### src/rtl/stopwatch_ctrl.sv
// rtl/stopwatch_ctrl.sv - run/pause/lap/clear stopwatch with 1 Hz prescaler, BCD seconds and digit scan
module stopwatch_ctrl #(
    parameter int FRQ       = 50_000_000,
    parameter int SCAN_BITS = 17
) (
    input  logic       clk,
    input  logic       reset,
    input  logic       btn_ss,
    input  logic       btn_lc,
    output logic       tick,
    output logic       running,
    output logic [1:0] state,
    output logic [3:0] sec_tens,
    output logic [3:0] sec_ones,
    output logic [1:0] ssd_sel,
    output logic [3:0] digit
);

    localparam int QW = $clog2(FRQ);
    localparam logic [QW-1:0] Q_MAX = QW'(FRQ - 1);

    typedef enum logic [1:0] {
        S_IDLE  = 2'd0,
        S_RUN   = 2'd1,
        S_PAUSE = 2'd2,
        S_LAP   = 2'd3
    } state_t;

    state_t                 r_state;
    state_t                 w_next;
    logic                   r_ss_s1, r_ss_s2, r_ss_prev;
    logic                   r_lc_s1, r_lc_s2, r_lc_prev;
    logic [QW-1:0]          r_q;
    logic                   r_tick;
    logic [3:0]             r_tens, r_ones;
    logic [3:0]             r_lap_tens, r_lap_ones;
    logic [SCAN_BITS-1:0]   r_scan;

    logic                   w_ss_ev, w_lc_ev;
    logic                   w_latch, w_clear;
    logic                   w_run, w_wrap;
    logic [3:0]             w_tens_nx, w_ones_nx;

    // Start/stop has priority: a simultaneous lap/clear press is discarded.
    assign w_ss_ev = r_ss_s2 & ~r_ss_prev;
    assign w_lc_ev = r_lc_s2 & ~r_lc_prev & ~w_ss_ev;

    always_ff @(posedge clk or negedge reset) begin
        if (!reset) begin
            r_ss_s1   <= 1'b0;
            r_ss_s2   <= 1'b0;
            r_ss_prev <= 1'b0;
            r_lc_s1   <= 1'b0;
            r_lc_s2   <= 1'b0;
            r_lc_prev <= 1'b0;
        end else begin
            r_ss_s1   <= btn_ss;
            r_ss_s2   <= r_ss_s1;
            r_ss_prev <= r_ss_s2;
            r_lc_s1   <= btn_lc;
            r_lc_s2   <= r_lc_s1;
            r_lc_prev <= r_lc_s2;
        end
    end

    always_ff @(posedge clk or negedge reset) begin
        if (!reset) begin
            r_state <= S_IDLE;
        end else begin
            r_state <= w_next;
        end
    end

    always_comb begin
        w_next  = r_state;
        w_latch = 1'b0;
        w_clear = 1'b0;
        case (r_state)
            S_IDLE: begin
                if (w_ss_ev) w_next = S_RUN;
            end
            S_RUN: begin
                if (w_ss_ev) begin
                    w_next = S_PAUSE;
                end else if (w_lc_ev) begin
                    w_next  = S_LAP;
                    w_latch = 1'b1;
                end
            end
            S_LAP: begin
                if (w_ss_ev)      w_next = S_PAUSE;
                else if (w_lc_ev) w_next = S_RUN;
            end
            S_PAUSE: begin
                if (w_ss_ev) begin
                    w_next = S_RUN;
                end else if (w_lc_ev) begin
                    w_next  = S_IDLE;
                    w_clear = 1'b1;
                end
            end
            default: w_next = S_IDLE;
        endcase
    end

    // Wrap is judged on the pre-edge state, so a same-edge state change never gains or loses a second.
    assign w_run  = (r_state == S_RUN) || (r_state == S_LAP);
    assign w_wrap = w_run && (r_q == Q_MAX);

    always_ff @(posedge clk or negedge reset) begin
        if (!reset) begin
            r_q    <= '0;
            r_tick <= 1'b0;
        end else begin
            r_tick <= w_wrap;
            if (w_clear || r_state == S_IDLE) begin
                r_q <= '0;
            end else if (w_wrap) begin
                r_q <= '0;
            end else if (w_run) begin
                r_q <= r_q + 1'b1;
            end
        end
    end

    always_comb begin
        w_tens_nx = r_tens;
        w_ones_nx = r_ones + 4'd1;
        if (r_ones >= 4'd9) begin
            w_ones_nx = 4'd0;
            w_tens_nx = (r_tens >= 4'd5) ? 4'd0 : r_tens + 4'd1;
        end
    end

    always_ff @(posedge clk or negedge reset) begin
        if (!reset) begin
            r_tens <= 4'd0;
            r_ones <= 4'd0;
        end else if (w_clear) begin
            r_tens <= 4'd0;
            r_ones <= 4'd0;
        end else if (w_wrap) begin
            r_tens <= w_tens_nx;
            r_ones <= w_ones_nx;
        end
    end

    always_ff @(posedge clk or negedge reset) begin
        if (!reset) begin
            r_lap_tens <= 4'd0;
            r_lap_ones <= 4'd0;
        end else if (w_latch) begin
            r_lap_tens <= r_tens;
            r_lap_ones <= r_ones;
        end
    end

    always_ff @(posedge clk or negedge reset) begin
        if (!reset) begin
            r_scan <= '0;
        end else begin
            r_scan <= r_scan + 1'b1;
        end
    end

    assign tick     = r_tick;
    assign running  = w_run;
    assign state    = r_state;
    assign sec_tens = (r_state == S_LAP) ? r_lap_tens : r_tens;
    assign sec_ones = (r_state == S_LAP) ? r_lap_ones : r_ones;
    assign ssd_sel  = r_scan[SCAN_BITS-1 -: 2];

    always_comb begin
        digit = 4'hF;
        case (ssd_sel)
            2'd0:    digit = sec_ones;
            2'd1:    digit = sec_tens;
            default: digit = 4'hF;
        endcase
    end

endmodule

### config.mk
export PLATFORM = sky130hd
export DESIGN_NAME = stopwatch_ctrl
export DESIGN_NICKNAME = d
export VERILOG_FILES = /design/src/rtl/stopwatch_ctrl.sv
export SDC_FILE = /design/constraint.sdc
export NUM_CORES = 1
export LEC_CHECK = 0
export CORE_ASPECT_RATIO = 1.5
export CORE_MARGIN = 2
export CORE_UTILIZATION = 50
export DETAILED_ROUTE_END_ITERATION = 6
export PLACE_DENSITY = 0.69
export SYNTH_ARGS = -nofsm -noshare
export SYNTH_HDL_FRONTEND = slang
export SYNTH_SLANG_ARGS = --single-unit
### constraint.sdc
create_clock -name clk -period 6.95 [get_ports clk]
set_input_delay 2.085 -clock clk [delete_from_list [all_inputs] [get_ports clk]]
set_output_delay 2.085 -clock clk [all_outputs]
set_load 0.1 [all_outputs]
# Word level (Yosys, flattened, before mapping)
# Cells that the tools add are included.
# word_totals
register_bits,68
in_bits,4
output_inout_bits,18
word_cells,70
# classes
addsub,4
magnitude_cmp,2
n_eq_ne,9
mux,25
n_bitwise,6
n_reduce_logical,10
# ops
cell,n
two-way mux 26 bit,3
two-way mux 4 bit,9
"adder 26 x 1 -> 26 bit, second input constant",1
"== test 26 bit, second input constant",1
"adder 17 x 1 -> 17 bit, second input constant",1
two-way mux 2 bit,7
"inequality test 3 bit, second input constant",3
"adder 4 x 1 -> 4 bit, second input constant",2
one-hot mux 2 bit (4 select lines),1
one-hot mux 4 bit (2 select lines),1
"== test 2 x 1 -> 1 bit, second input constant",2
"== test 2 bit, second input constant",2
"greater-or-equal comparator 4 x 3 -> 1 bit, second input constant",1
"greater-or-equal comparator 4 bit, second input constant",1
zero test 2 bit,2
two-way mux 1 bit,4
AND reduction 4 bit,1
nonzero test 2 bit,2
AND 1 bit,3
NOT 1 bit,3
nonzero test 3 bit,1
logical OR 1 bit,2
"inequality test 2 bit, second input constant",1
AND reduction 2 bit,1
logical AND 1 bit,1

# Depth between registers and ports, before layout
# Gate-level depths: netlist of the first run.
# depth
ltp_word,9
ltp_mapped,8
depth_no_buf,7

# Least setup slack after synthesis of the first run
# Ideal clock, no wire load.
# synth_timing
kind,register -> output
from,register r_state[0] (netlist: state[0])
to,output digit[0]
arrival_time_ns,2.824
slack_ns,2.041
path_stages_with_launch,6
path_cell_list,dfrtp_1 -> clkbuf_8 -> nand2_1 -> mux2_2 -> mux2_2 -> or2_2
# synth_between
elab_chain_cells,3
word_cells_on_any_way,4
classes_between,eq/ne: 1; mux: 3
# synth_rtl
element,line_no,source
from (decl),29,state_t r_state;
from (signal assigned),70,r_state <= w_next;
== test 2 bit,169,assign sec_tens = (r_state == S_LAP) ? r_lap_tens : r_tens;
two-way mux 4 bit,169,
via sec_tens[0],13,"output logic [3:0] sec_tens,"
one-hot mux 4 bit (2 select lines),175,case (ssd_sel)
to (decl),16,output logic [3:0] digit
# The timed path passes the listed nets, and every way through them passes these cells.

# Worst setup path in the final report of the first run
# layout_timing
from,register r_state[0] (netlist: state[0])
to,output digit[1]
# layout_between
elab_chain_cells,3
word_cells_on_any_way,4
classes_between,eq/ne: 1; mux: 3
# layout_rtl
element,line_no
== test 2 bit *,"169, 170"
"two-way mux 4 bit, on equally long branches","169, 170"
one-hot mux 4 bit (2 select lines) *,175
# Mark *: on every way between the ends. The rest lies on a longest branch, timed or not.

==> results of run 1 <==
==> power groups by stage <==
stage	registers, mW	clock network, mW	logic, mW
floorplan	0.473	0	0.162
global route	0.444	0.388	0.253
global placement	0.445	0	0.233
finish	0.439	0.361	0.235
CTS	0.439	0.370	0.237
detailed placement	0.446	0	0.236
==> cell usage after synthesis (3+ instances only) <==
cell / n / area [um2]
a21oi_1: 21 / 105
a31oi_1: 11 / 68.8
a41oi_1: 4 / 35.0
and3_1: 5 / 31.3
buf_2: 3 / 15.0
clkbuf_1: 6 / 22.5
dfrtp_1: 68 / 1700
ha_1: 9 / 113
inv_1: 17 / 63.8
mux2_2: 17 / 191
nand2_1: 36 / 135
nand2b_1: 8 / 50.1
nand3_1: 22 / 110
nand4_1: 10 / 62.6
nor2_1: 14 / 52.6
nor3_1: 9 / 45.0
nor4_1: 4 / 25.0
o21a_1: 4 / 30.0
o21ai_0: 16 / 80.1
or2_2: 4 / 25.0
or3_1: 4 / 25.0
or4_1: 5 / 37.5
or4b_1: 3 / 30.0
xnor2_1: 14 / 123
xor2_1: 3 / 26.3
==> sequential cells by signal (all words and copies together), names as in the netlist <==
| name | count |
|---|---|
| r_ss_s2 | 1 |
| r_tens | 4 |
| r_scan | 17 |
| r_lc_s1 | 1 |
| r_ss_prev | 1 |
| r_lc_s2 | 1 |
| r_ss_s1 | 1 |
| r_lap_ones | 4 |
| r_q | 26 |
| r_lc_prev | 1 |
| r_lap_tens | 4 |
| tick | 1 |
| r_ones | 4 |
| state | 2 |
==> area by class of cell <==
class                           instances  area [um2]
Clock buffer                            9         124
Inverter                               17        63.8
Multi-Input combinational cell        252        1680
Sequential cell                        68        1700
Fill cell                             588        2870
Timing Repair Buffer                   23         220
Clock inverter                          7         100
Tap cell                               78        97.6
==> kinds of logic (layout without fill, tap and decap cells) <==
family,count (synthesis),in the layout,synth area share (%)
flops,68,68,48.2
fa+ha+maj,9,9,3.19
compound gates,69,69,12.1
mux,18,18,5.71
xor+xnor,17,17,4.22
simple gates,139,139,22.2
buf+inv,31,56,4.32
==> per-layer routing <==
metal,part of all wire (%),vias up,GRT usage (%)
li1,-,1308,-
met1,42,1251,23.8
met2,52,65,34.5
met3,3.7,13,3.76
met4,2.2,0,7.67
met5,0,-,0
==> worst max-delay path by stage <==
stage	from	to	slack, ps	cells after the start
finish	state[0]	digit[1]	1780	5
global route	state[0]	digit[2]	1660	5
CTS	state[0]	digit[1]	1750	5
detailed placement	state[0]	digit[1]	2140	5
global placement	state[0]	digit[0]	2210	5
floorplan	state[0]	digit[0]	2040	5
==> run metrics, run 1 <==
delay-heaviest family, CP buffers and inverters; Die Wd 72.6 um; total of max-cap violations 0; Ant. Diodes 0; Core Util, Final 58.2%; hold path endpoint r_lc_s2; Cell Rows 37; CP max FO 11; CP startpoint kind flop; post-synthesis average cell area 10.1 um2; post-synthesis sequential area ratio 48.2%; r2r setup slk 4470 ps; r2r endpoint r_q[14]; LEAKAGE 1.73 nW; max-slew violation count 0; PortBufs 21; cell internal pwr 0.681 mW; WL per Instance 15.7 um; post-route ant nets 0; Starting Density 51.5%; Switching Fraction 34.2%; Synth Flop Type dfrtp_1; Final Skew 10.1 ps; Initial DRC Count 130; DIE AREA 7760 um2; clock buffer depth 2; post-cts resize count 0; H-tree levels 3; Max IR drop VDD 0.175 mV; Worst Hold Depth 0; Final Hold Vio Count 0; crit-path cells nand2_1 > mux2_2 > mux2_2 > or2_2 > clkdlybuf4s50_1; # DRC 0; layout cell share with drive strength beyond 1 13.0%; initial antenna violation count 0; Layout area overhead 12.9%; FF+latch count, synth 68; logic gate share of total power 22.7%; Num CTS Buffers 9; vias in the first global route 2465; Clock Tree Root clkbuf_8; worst reg2reg startpoint r_q[9]; pin count of the biggest net entering global routing 69; placed cell areas 3760 um2; vias 2637; Final Net Count 384; slowest stage cell, crit path clkdlybuf4s50_1; CTS tree done; fmax 0.194 GHz; most used cell, CP mux2_2; pwr dens 260 nW/um2; status finished, final reports clean; yosys warns 0; num ports 22; Place WS 2140 ps; vias per cell 5.81; clock sink total 68; placed insts 438; GRT Util Overall 19.8%; EDFF count, synth 0; Tmin final 5170 ps; setup TNS 0 ps; Total Power 1.04 mW; first-pass GRT wire length 11900 um; period utilization 74.3%; Synth Instances 351; Post-Syn Nets 364; Clock Power Share 34.9%; buffers and inverters on the worst path 1; NetSw 0.354 mW; Hold WS 351 ps; CP Class flop to output port; Clock transition at path regs 70 ps; Post-CTS Hold Fix Bufs 0; Yosys cell types 52; WP data arrival 3080 ps; grt ovf 0; FFs w/ async S/R, synth 100%; Die Span Y 107 um; worst relative slew slack 34.0%; Final WS setup 1780 ps; clk_lat worst skew 350 ps; Core ar. 6850 um2; total wire length 7120 um; Critical Path End Type output port; final instance area 3990 um2; commonest non-fill, non-tap cells in the layout dfrtp_1, nand2_1, nand3_1, a21oi_1, clkdlybuf4s50_1; non-filler cells, final 454; sequential power share 42.4%; # setup viols final 0; unrepaired setup endpoints after global routing no; most common cell after layout, fill and taps aside dfrtp_1; critical path data required time 4870 ps; routability congestion estimate 0.766; Post-Syn Area 3530 um2; CP max stage delay 960 ps; DR pass1 iterations 4; Slew @ Worst Pin 987 ps; Worst Hold Class flop to flop; reg2reg path depth 6; DP Wirelength 4940 um; min-delay src r_lc_s1; Setup Buffers After CTS 0
(Power assumes the default switching activity.)
==> run 2, diff against run 1 <==
==> constraint.sdc (replaced) <==
create_clock -name clk -period 5.4 [get_ports clk]
set_input_delay 1.62 -clock clk [delete_from_list [all_inputs] [get_ports clk]]
set_output_delay 1.62 -clock clk [all_outputs]
set_load 0.1 [all_outputs]
==> run 2 against run 1 <==
Effect of this change:
- register-to-register slack got worse by 1500 ps
- design area increased by 0.41%
- worst hold slack about the same
- critical path depth unchanged
- clock-buffer cell count increased by 1
- critical path type unchanged
- critical endpoint is now digit[0]
- largest power group unchanged
==> run metrics, run 2 (same netlist as run 1, synthesis figures left out) <==
status finished, final reports clean; CTS tree done; CP startpoint kind flop; Tmin final 4690 ps; Regs by FF count r_q: 26 flops, r_scan: 17 flops; Slew @ Worst Pin 995 ps; Worst Hold Class flop to flop; clock sink total 68; first-pass GRT wire length 12400 um; CP Class flop to output port; LEAKAGE 1.73 nW; Cell Rows 37; post-route ant nets 0; Layout area overhead 13.4%; PortBufs 21; placed cell areas 3760 um2; grt ovf 0; crit-path cells nand2_1 > mux2_2 > mux2_2 > or2_2 > clkdlybuf4s50_1; commonest non-fill, non-tap cells in the layout dfrtp_1, nand2_1, nand3_1, a21oi_1, clkdlybuf4s50_1; WL per Instance 16.0 um; Starting Density 51.5%; Clock transition at path regs 70 ps; Ant. Diodes 0; Post-CTS Hold Fix Bufs 0; GRT Util Overall 20.9%; H-tree levels 3; pin count of the biggest net entering global routing 38; most common cell after layout, fill and taps aside dfrtp_1; Final Skew 8.05 ps; setup TNS 0 ps; routability congestion estimate 0.774; period utilization 86.9%; Setup Buffers After CTS 0; vias 2665; Critical Path End Type output port; Initial DRC Count 139; multi-input logic area 1680 um2; clock buffer depth 2; unrepaired setup endpoints after global routing no; fill count 583; pwr dens 343 nW/um2; most used cell, CP mux2_2; Num CTS Buffers 9; clk_lat worst skew 350 ps; final instance area 4000 um2; layout cell share with drive strength beyond 1 12.8%; critical path data required time 3780 ps; slowest stage cell, crit path clkdlybuf4s50_1; num ports 22; vias in the first global route 2570; delay-heaviest family, CP buffers and inverters; total of max-cap violations 0; Final Net Count 384; Die Wd 72.6 um; worst relative slew slack 33.5%; max-slew violation count 0; Core ar. 6850 um2; # setup viols final 0; WP data arrival 3070 ps; # DRC 0; buffers and inverters on the worst path 1; DR pass1 iterations 4; CP max stage delay 970 ps; Max IR drop VDD 0.193 mV; Final Hold Vio Count 0; fmax 0.213 GHz; non-filler cells, final 454; Clock Tree Root clkbuf_8; post-cts resize count 0; DP Wirelength 5180 um; CP max FO 11; initial antenna violation count 0; Die Span Y 107 um; DIE AREA 7760 um2; Reg with most FFs r_q; total wire length 7270 um; register area 1700 um2; vias per cell 5.87; placed insts 438; max reg flops 26
-- run 2: per-layer routing --
layer | wire, um | vias up | track usage [%]
met5 | 0 | - | 0
met3 | 225 | 14 | 3.85
met4 | 172 | 0 | 9.92
li1 | - | 1308 | -
met1 | 2960 | 1296 | 23.7
met2 | 3920 | 47 | 36.9
-- run 2: final timing paths --
| kind | from | cells after the start | slack, ps | end |
|---|---|---|---|---|
| min | r_lc_s1 | 0 | 350 | r_lc_s2 |
| max | state[0] | 5 | 710 | digit[0] |
| min reg2reg | r_lc_s1 | 0 | 350 | r_lc_s2 |
| min in group asynchronous | reset | 1 | 1350 | r_scan[13] |
| max in group asynchronous | reset | 2 | 3110 | tick |
| max reg2reg | r_q[8] | 5 | 2920 | r_tens[2] |
-- run 2: stage by stage --
step / power [mW] / utilization, % / setup WS, ps / hold WS, ps
floorplan: 0.817 / - / 956 / 331
global placement: 0.872 / 54.9 / 1120 / 333
detailed placement: 0.879 / 54.9 / 1070 / 336
CTS: 1.38 / 58.4 / 671 / 347
global route: 1.44 / 58.4 / 574 / 365
finish: 1.37 / 58.4 / 708 / 350
-- run 2: area by class of cell --
| class | instances | area share, % |
|---|---|---|
| Inverter | 17 | 1.59 |
| Multi-Input combinational cell | 252 | 42.0 |
| Sequential cell | 68 | 42.5 |
| Clock inverter | 6 | 2.81 |
| Timing Repair Buffer | 23 | 5.50 |
| Tap cell | 78 | 2.44 |
| Clock buffer | 10 | 3.19 |
-- run 2: where the power goes --
part | internal (mW) | switching, mW
Clock | 0.306 | 0.197
Combinational | 0.0849 | 0.218
Sequential | 0.530 | 0.0352
